## src/rtl/rv_fetch_ctrl.sv

```systemverilog
// rv_fetch_ctrl
// Instruction fetch controller. Keeps the fetch PC, issues one word-aligned
// instruction-bus request at a time when the instruction buffer has room,
// and forwards returned words to the buffer. If a redirect arrives while a
// request is still in flight, that request is left to complete and its data
// is thrown away.
//
// Ports
//   i_clk, i_reset       clock, synchronous active-high reset
//   i_pc_select          redirect strobe (branch/jump/trap)
//   i_pc_target          redirect address (bit 0 ignored when loaded into pc)
//   i_buf_free_dword     buffer can take at least one 32-bit word
//   i_pc_incr            PC advance for the current response (2 or 4)
//   o_bus_req/o_bus_addr instruction-bus request and word-aligned address
//   i_bus_ack/i_bus_data bus completion and fetched word
//   o_ack/o_data         valid, non-stale word to the buffer
//   o_fetch_pc1          bit 1 of the fetch PC
//   o_fetch_pc_next      redirect target if redirecting, else fetch PC
//   o_pc_select          redirect strobe passed through
//
// state | meaning
// IDLE  | no request outstanding; waiting for buffer space
// REQ   | request outstanding; its data is wanted
// KILL  | request outstanding; redirected, data is discarded on ack

module rv_fetch_ctrl #(
  parameter logic [31:0] RESET_VECTOR = 32'h0000_0000
) (
  input  logic        i_clk,
  input  logic        i_reset,
  input  logic        i_pc_select,
  input  logic [31:0] i_pc_target,
  input  logic        i_buf_free_dword,
  input  logic [31:0] i_pc_incr,
  output logic        o_bus_req,
  output logic [31:0] o_bus_addr,
  input  logic        i_bus_ack,
  input  logic [31:0] i_bus_data,
  output logic        o_ack,
  output logic [31:0] o_data,
  output logic        o_fetch_pc1,
  output logic [31:0] o_fetch_pc_next,
  output logic        o_pc_select
);

  typedef enum logic [1:0] {
    S_IDLE = 2'd0,
    S_REQ  = 2'd1,
    S_KILL = 2'd2
  } state_e;

  state_e      state_q, state_d;
  logic [31:0] pc_q, pc_d;
  logic [31:0] addr_q, addr_d;
  logic        bus_req_q, bus_req_d;
  logic [31:0] target_even;

  assign target_even = {i_pc_target[31:1], 1'b0};

  always_comb begin
    state_d   = state_q;
    pc_d      = pc_q;
    addr_d    = addr_q;
    bus_req_d = bus_req_q;
    case (state_q)
      S_IDLE: begin
        if (i_pc_select) begin
          pc_d = target_even;
        end else if (i_buf_free_dword) begin
          state_d   = S_REQ;
          addr_d    = {pc_q[31:2], 2'b00};
          bus_req_d = 1'b1;
        end
      end
      S_REQ: begin
        if (i_bus_ack) begin
          state_d   = S_IDLE;
          bus_req_d = 1'b0;
          pc_d      = i_pc_select ? target_even : pc_q + i_pc_incr;
        end else if (i_pc_select) begin
          // Request stays on the bus with its original address.
          state_d = S_KILL;
          pc_d    = target_even;
        end
      end
      S_KILL: begin
        if (i_pc_select) begin
          pc_d = target_even;
        end
        if (i_bus_ack) begin
          state_d   = S_IDLE;
          bus_req_d = 1'b0;
        end
      end
      default: begin
        state_d   = S_IDLE;
        bus_req_d = 1'b0;
      end
    endcase
  end

  always_ff @(posedge i_clk) begin
    if (i_reset) begin
      state_q   <= S_IDLE;
      pc_q      <= RESET_VECTOR;
      addr_q    <= 32'h0;
      bus_req_q <= 1'b0;
    end else begin
      state_q   <= state_d;
      pc_q      <= pc_d;
      addr_q    <= addr_d;
      bus_req_q <= bus_req_d;
    end
  end

  // Reset masks the request and ack in the reset cycle itself, before the
  // registers have been cleared.
  assign o_bus_req       = bus_req_q & ~i_reset;
  assign o_bus_addr      = addr_q;
  assign o_ack           = (state_q == S_REQ) & i_bus_ack & ~i_pc_select & ~i_reset;
  assign o_data          = i_bus_data;
  assign o_fetch_pc1     = pc_q[1];
  assign o_fetch_pc_next = i_pc_select ? i_pc_target : pc_q;
  assign o_pc_select     = i_pc_select;

endmodule

```

## config.mk

```make
export PLATFORM = sky130hd
export DESIGN_NAME = rv_fetch_ctrl
export DESIGN_NICKNAME = d
export VERILOG_FILES = /design/src/rtl/rv_fetch_ctrl.sv
export SDC_FILE = /design/constraint.sdc
export NUM_CORES = 1
export LEC_CHECK = 0
export CELL_PAD_IN_SITES_DETAIL_PLACEMENT = 0
export CELL_PAD_IN_SITES_GLOBAL_PLACEMENT = 1
export CORE_MARGIN = 2
export CORE_UTILIZATION = 31
export DETAILED_ROUTE_END_ITERATION = 12
export MAX_ROUTING_LAYER = met4
export PLACE_DENSITY_LB_ADDON = 0.05
export SLEW_MARGIN = 20
export SYNTH_ARGS = -nofsm -noshare
export SYNTH_HDL_FRONTEND = slang
export SYNTH_SLANG_ARGS = --single-unit
```

## constraint.sdc

```tcl
create_clock -name i_clk -period 3.6 [get_ports i_clk]
set_input_delay 0.72 -clock i_clk [delete_from_list [all_inputs] [get_ports i_clk]]
set_output_delay 0.72 -clock i_clk [all_outputs]
set_load 0.01 [all_outputs]
```

==> results of run 1 <==
cell usage after synthesis (5+ instances only):
cell,count
nand2_1,103
o31ai_1,6
clkbuf_1,33
and3_1,5
buf_4,35
mux2i_1,5
dfxtp_1,65
o21ai_0,33
nand4_1,7
o211ai_1,8
xor2_1,9
nor2_1,51
a211oi_1,15
a21oi_1,83
ha_1,35
inv_1,23
nor3_1,8
o22ai_1,7
nor2b_1,6
a21o_1,17
nand3_1,17
xnor2_1,14
mux2_2,19
routing by layer:
layer	track usage [%]	up-vias	routed length (um)
li1	-	2562	-
met5	-	-	0
met1	30.3	2487	9210
met4	8.06	0	475
met3	2.42	53	858
met2	33.0	150	8230
layout make-up:
type | instances | area [sq um] | share of cell area [%]
Timing Repair Buffer | 155 | 1510 | 22.1
Inverter | 23 | 86.3 | 1.26
Clock inverter | 5 | 104 | 1.52
Multi-Input combinational cell | 515 | 3330 | 48.7
Clock buffer | 11 | 233 | 3.40
Sequential cell | 65 | 1300 | 19.0
Tap cell | 216 | 270 | 3.95
metrics by stage:
step           util [%]  worst slack [ps]  power [mW]  hold slack (ps)  instances
2_1_floorplan         -               630        1.31              449        675
3_3_place_gp       40.6              47.2        1.59              441        974
3_5_place_dp       40.6              8.68        1.60              447        974
4_1_cts            42.7               343        2.63              454        990
5_1_grt            42.7               178        2.73              469        990
6_report           42.7               315        2.61              451        990
report_power, final:
group / total [mW] / internal (mW) / switching (mW)
clock: 1.02 / 0.677 / 0.346
combinational: 0.778 / 0.372 / 0.406
sequential: 0.810 / 0.761 / 0.0493
total: 2.61 / 1.81 / 0.802
flip-flops by register name, summed over array words and instances (netlist names):
register	cells
o_bus_addr	30
bus_req_q	1
pc_q	32
state_q	2
worst register-to-register path, stage by stage, from the launching register on:
cell and delay, ps:
dfxtp_1 340, ha_1 230, fa_1 410, a21o_1 220, a31o_2 280, nand4_1 130
a31oi_1 120, or3_1 360, a21oi_1 290, xnor2_1 110, a32o_1 220
logic make-up after synthesis:
| kind of cell | share of synthesized area (%) |
|---|---|
| compound gates | 27.5 |
| xor+xnor | 3.95 |
| fa+ha+maj | 8.97 |
| buf+inv | 9.56 |
| flops | 25.5 |
| mux | 5.47 |
| other cells | 0.0735 |
| simple gates | 19.0 |
worst paths after layout:
kind            startpoint            end  slack (ps)  cells after the start
max           i_pc_incr[0]       pc_q[22]         320                     11
min          o_bus_addr[2]  o_bus_addr[2]         450                      2
max reg2reg        pc_q[0]       pc_q[22]         780                     10
min reg2reg  o_bus_addr[2]  o_bus_addr[2]         450                      2
==> run summary, run 1 <==
status: finished clean
Area after DPL: 6500 sq um
hold_buf cts: 0
drt first-iter violations: 469
cells after synthesis: 674
Die X: 132 um
Hold Violations, Final: 0
final period demand of the worst path: 3280 ps
gr ovfl total: 0
worst slew pin tran: 688 ps
Die H: 132 um
Detailed Route WL: 18.8 mm
vias in the first global route: 5,152
PortBufs: 134
GRT Total Usage: 21.9%
HP Class: reg -> reg
fin. max-slew vios: 0
IO Count: 201
max_cap viols: 0
Post-layout nets: 906
top_reg_cell synth: dfxtp_1
Ys Warns: 0
Rows: 46
Max Freq: 304 MHz
post-detailed-placement half-perimeter wirelength: 14.3 mm
later-pin clock latency in the skew report: 340 ps
Post-Route Setup TNS: 0 ps
CP max stage cell: clkdlybuf4s50_1
first-pass GRT wire length: 29.5 mm
Detail Route Antenna Nets: 0
#FFs+latches synth: 65
WP data required: 3830 ps
Rel. slew slack: 53.9%
Longest Clk Path Bufs: 2
Clock Skews: 9.66 ps
Synth cell types: 66
Synth area leader: dfxtp_1
worst path bufs/invs: 1
RSZ-0062 raised after global routing: no
routed via count: 5,252
syn_area_per_cell: 7.57 sq um
Post-CTS Setup Repair Bufs: 0
clk sinks: 65
DIE AREA: 17,500 sq um
Avg WL per Cell: 19.0 um
Initial Util: 31.9%
drt drc: 0
Area contributors post-synth: dfxtp_1 25%, ha_1 8.6%, a21oi_1 8.1%
most common cell after layout, fill and taps aside: clkdlybuf4s50_1
sequential cell area fraction in the yosys report: 25.5%
Worst EP arrival: 3520 ps
PD cells: 382 nW/um^2
CTS HTree Levels: 3
final period utilization: 91.2%
routability cong.: 0.897
layout cells sized above 1: 9.43%
# fillers: 1,651
CTS tree: done
Final Cell Area: 6840 sq um
Pre-Repair DR Iteration Count: 5
core area: 16,000 sq um
synthesized cell area: 5100 sq um
critical-path maximum fanout: 3
Setup Viol. Count Final: 0
Yosys top cell area share: 25.5%
most frequent cells in the layout: 132 x clkdlybuf4s50_1, 103 x nand2_1, 83 x a21oi_1
largest net degree at the start of global routing: 59
Worst VDD drop: 0.249 mV
Post-synth EDFFs: 0
Post-synth ARST share: 0%
Reg clk slew, reported paths: 60 ps
Resized cells post-CTS: 0
initial antenna violation count: 0
cts bufs inserted: 9
area grow syn2layout: 33.9%
CP Capture Type: flip-flop
CP Cell Sequence: clkdlybuf4s50_1 -> ha_1 -> fa_1 -> a21o_1 -> a31o_2 -> nand4_1 -> a31oi_1 -> or3_1 -> a21oi_1 -> xnor2_1 -> a32o_1
crit start category: primary input
root buf cell: clkbuf_16
vias per std cell: 5.31
CP top delay family: compound AO/OA/AOI/OAI gates
kind of critical path: in -> reg
LEAKAGE: 2.69 nW
Antenna Cells: 0
Critical Path Max Stage Delay: 410 ps
Note: power is estimated with default switching activity, not from simulation.
==> run 2: changes to the inputs <==
--- a/config.mk
+++ b/config.mk
@@ -5,6 +5,7 @@
 export SDC_FILE = /design/constraint.sdc
 export NUM_CORES = 1
 export LEC_CHECK = 0
+export ABC_CLOCK_PERIOD_IN_PS = 3600
 export CELL_PAD_IN_SITES_DETAIL_PLACEMENT = 0
 export CELL_PAD_IN_SITES_GLOBAL_PLACEMENT = 1
 export CORE_MARGIN = 2
==> results of run 2 <==
Same layout as run 1: the final DEF is identical, and so are final timing and power.
==> edit, RTL diff (flow settings as in run 1) <==
The 3 states of `state_e` get a one-hot encoding in 3 bits.
--- a/src/rtl/rv_fetch_ctrl.sv
+++ b/src/rtl/rv_fetch_ctrl.sv
@@ -43,10 +43,10 @@
   output logic        o_pc_select
 );
 
-  typedef enum logic [1:0] {
-    S_IDLE = 2'd0,
-    S_REQ  = 2'd1,
-    S_KILL = 2'd2
+  typedef enum logic [2:0] {
+    S_IDLE = 3'b001,
+    S_REQ  = 3'b010,
+    S_KILL = 3'b100
   } state_e;
 
   state_e      state_q, state_d;
Function: no difference found for any inputs over 4 cycles, from zero or initial values and one cycle with i_reset high; so few cycles prove little.
==> edit against run 1 <==
  * Area after synthesis is 3.3% lower
  * Total power is 6.7% lower
  * Sequential power is 2% higher
  * Cell area is 3.1% lower
  * Routed wire length is 11% lower
  * Synthesized cell count is 8.2% lower
  * Worst setup slack worse by 0.17 ns
  * Sequential cell count is 1 higher
  * Count of clock-buffer cells in the layout is 2 higher
  * Critical path type unchanged
  * Largest cell class unchanged
==> edit: results <==
metrics = {
    "place": {
        "post-place-ws_ns": -0.163,
        "gp_congestion": 0.904,
    },
    "detailed_routing": {
        "wl_met1_mm": 7.89,
        "wirelength_mm": 16.7,
        "dr_wl_met2_mm": 7.74,
        "vias": 4834,
        "drt_iter0_drc": 257,
    },
    "logic_synthesis": {
        "synth_area_leaders": "dfxtp_1 27%, ha_1 7.9%, nand2_1 7.0%",
        "yosysSeqAreaShare_pct": 26.8,
        "synthTopCellsByCount": "92 x nand2_1, 66 x a21oi_1, 66 x dfxtp_1",
        "synth_cell_types": 67,
    },
    "final_layout": {
        "nFillCells": 1590,
        "nNetsFinal": 854,
        "areaGrowthSynthToFinish_pct": 34.2,
        "drive_above_1_share_pct": 11.6,
    },
    "global_routing": {
        "grt_use_met3_pct": 3.69,
        "met2_usage_pct": 33.3,
        "gr-usage-met1_pct": 26.4,
        "gr-usage-all-layers_pct": 20.5,
        "grt_max_degree": 32,
    },
    "sta": {
        "whs_ns": 0.451,
        "fmax_mhz": 290,
        "skew_ns": 0.00854,
        "worst_pin_slew_ns": 0.912,
    },
    "worst_setup_path": {
        "r2r_cells": 11,
        "cp-endpoint": "pc_q[28]",
        "crit_fanout": 4,
        "r2r_setup_slack_ns": 0.64,
    },
    "status": {
        "outcome": "finished, final reports clean",
    },
    "power_and_ir_drop": {
        "p_leak_nw": 2.63,
        "ir_worst_vdd_v": 0.000219,
    },
    "hold_path": {
        "holdCritStartpoint": "o_bus_addr[3]",
        "worstHoldEndpoint": "o_bus_addr[3]",
    },
}
edit: changes by cell type in the layout (fill, tap and decap cells not counted), sizes merged, moves of 7 or more:
cell	change
a21oi	-18
nor2	-17
inv	-15
a22oi	+11
nand2	-11
mux2	+9
nand3	-9
o21ai	-7
o22ai	+7
o31ai	-7
edit: metrics by stage:
| step | instances | TNS (ns) | total power [mW] |
|---|---|---|---|
| floorplan | 620 | 0 | 1.34 |
| global placement | 926 | -0.204 | 1.64 |
| detailed placement | 926 | -0.453 | 1.64 |
| CTS | 942 | 0 | 2.46 |
| global route | 942 | 0 | 2.58 |
| finish | 942 | 0 | 2.44 |
edit: layout make-up:
cell class	count	share of cell area, %
clock inverters	3	0.227
flip-flops and latches	66	19.9
well taps	216	4.08
clock buffers	13	3.78
multi-input cells	474	48.1
inverters	9	0.510
repair buffers	161	23.3
edit: cell families (layout without fill, tap and decap cells):
logic type                 count (synthesis)  in the layout  share of synthesized area [%]
and+or+nand+nor                          178            178                           16.4
buffers and inverters                     80            186                           8.84
xor gates and xnor gates                  26             26                           4.61
AOI/OAI and AO/OA                        203            203                           27.7
muxes                                     33             33                           7.42
other                                      1              2                         0.0759
adders and majority gates                 32             32                           8.26
DFF                                       66             66                           26.8
edit: critical path, stage by stage:
cell,delay (ns)
clkdlybuf4s50_1,0.41
ha_1,0.22
fa_1,0.39
a211oi_1,0.32
o21bai_1,0.16
o22ai_2,0.28
o211ai_2,0.13
a31o_4,0.26
a31o_4,0.24
buf_4,0.15
o21a_1,0.18
o311ai_1,0.22
edit: power breakdown:
| group | switching [mW] | internal [mW] |
|---|---|---|
| Combinational | 0.407 | 0.395 |
| Clock | 0.328 | 0.482 |
| Sequential | 0.0495 | 0.775 |
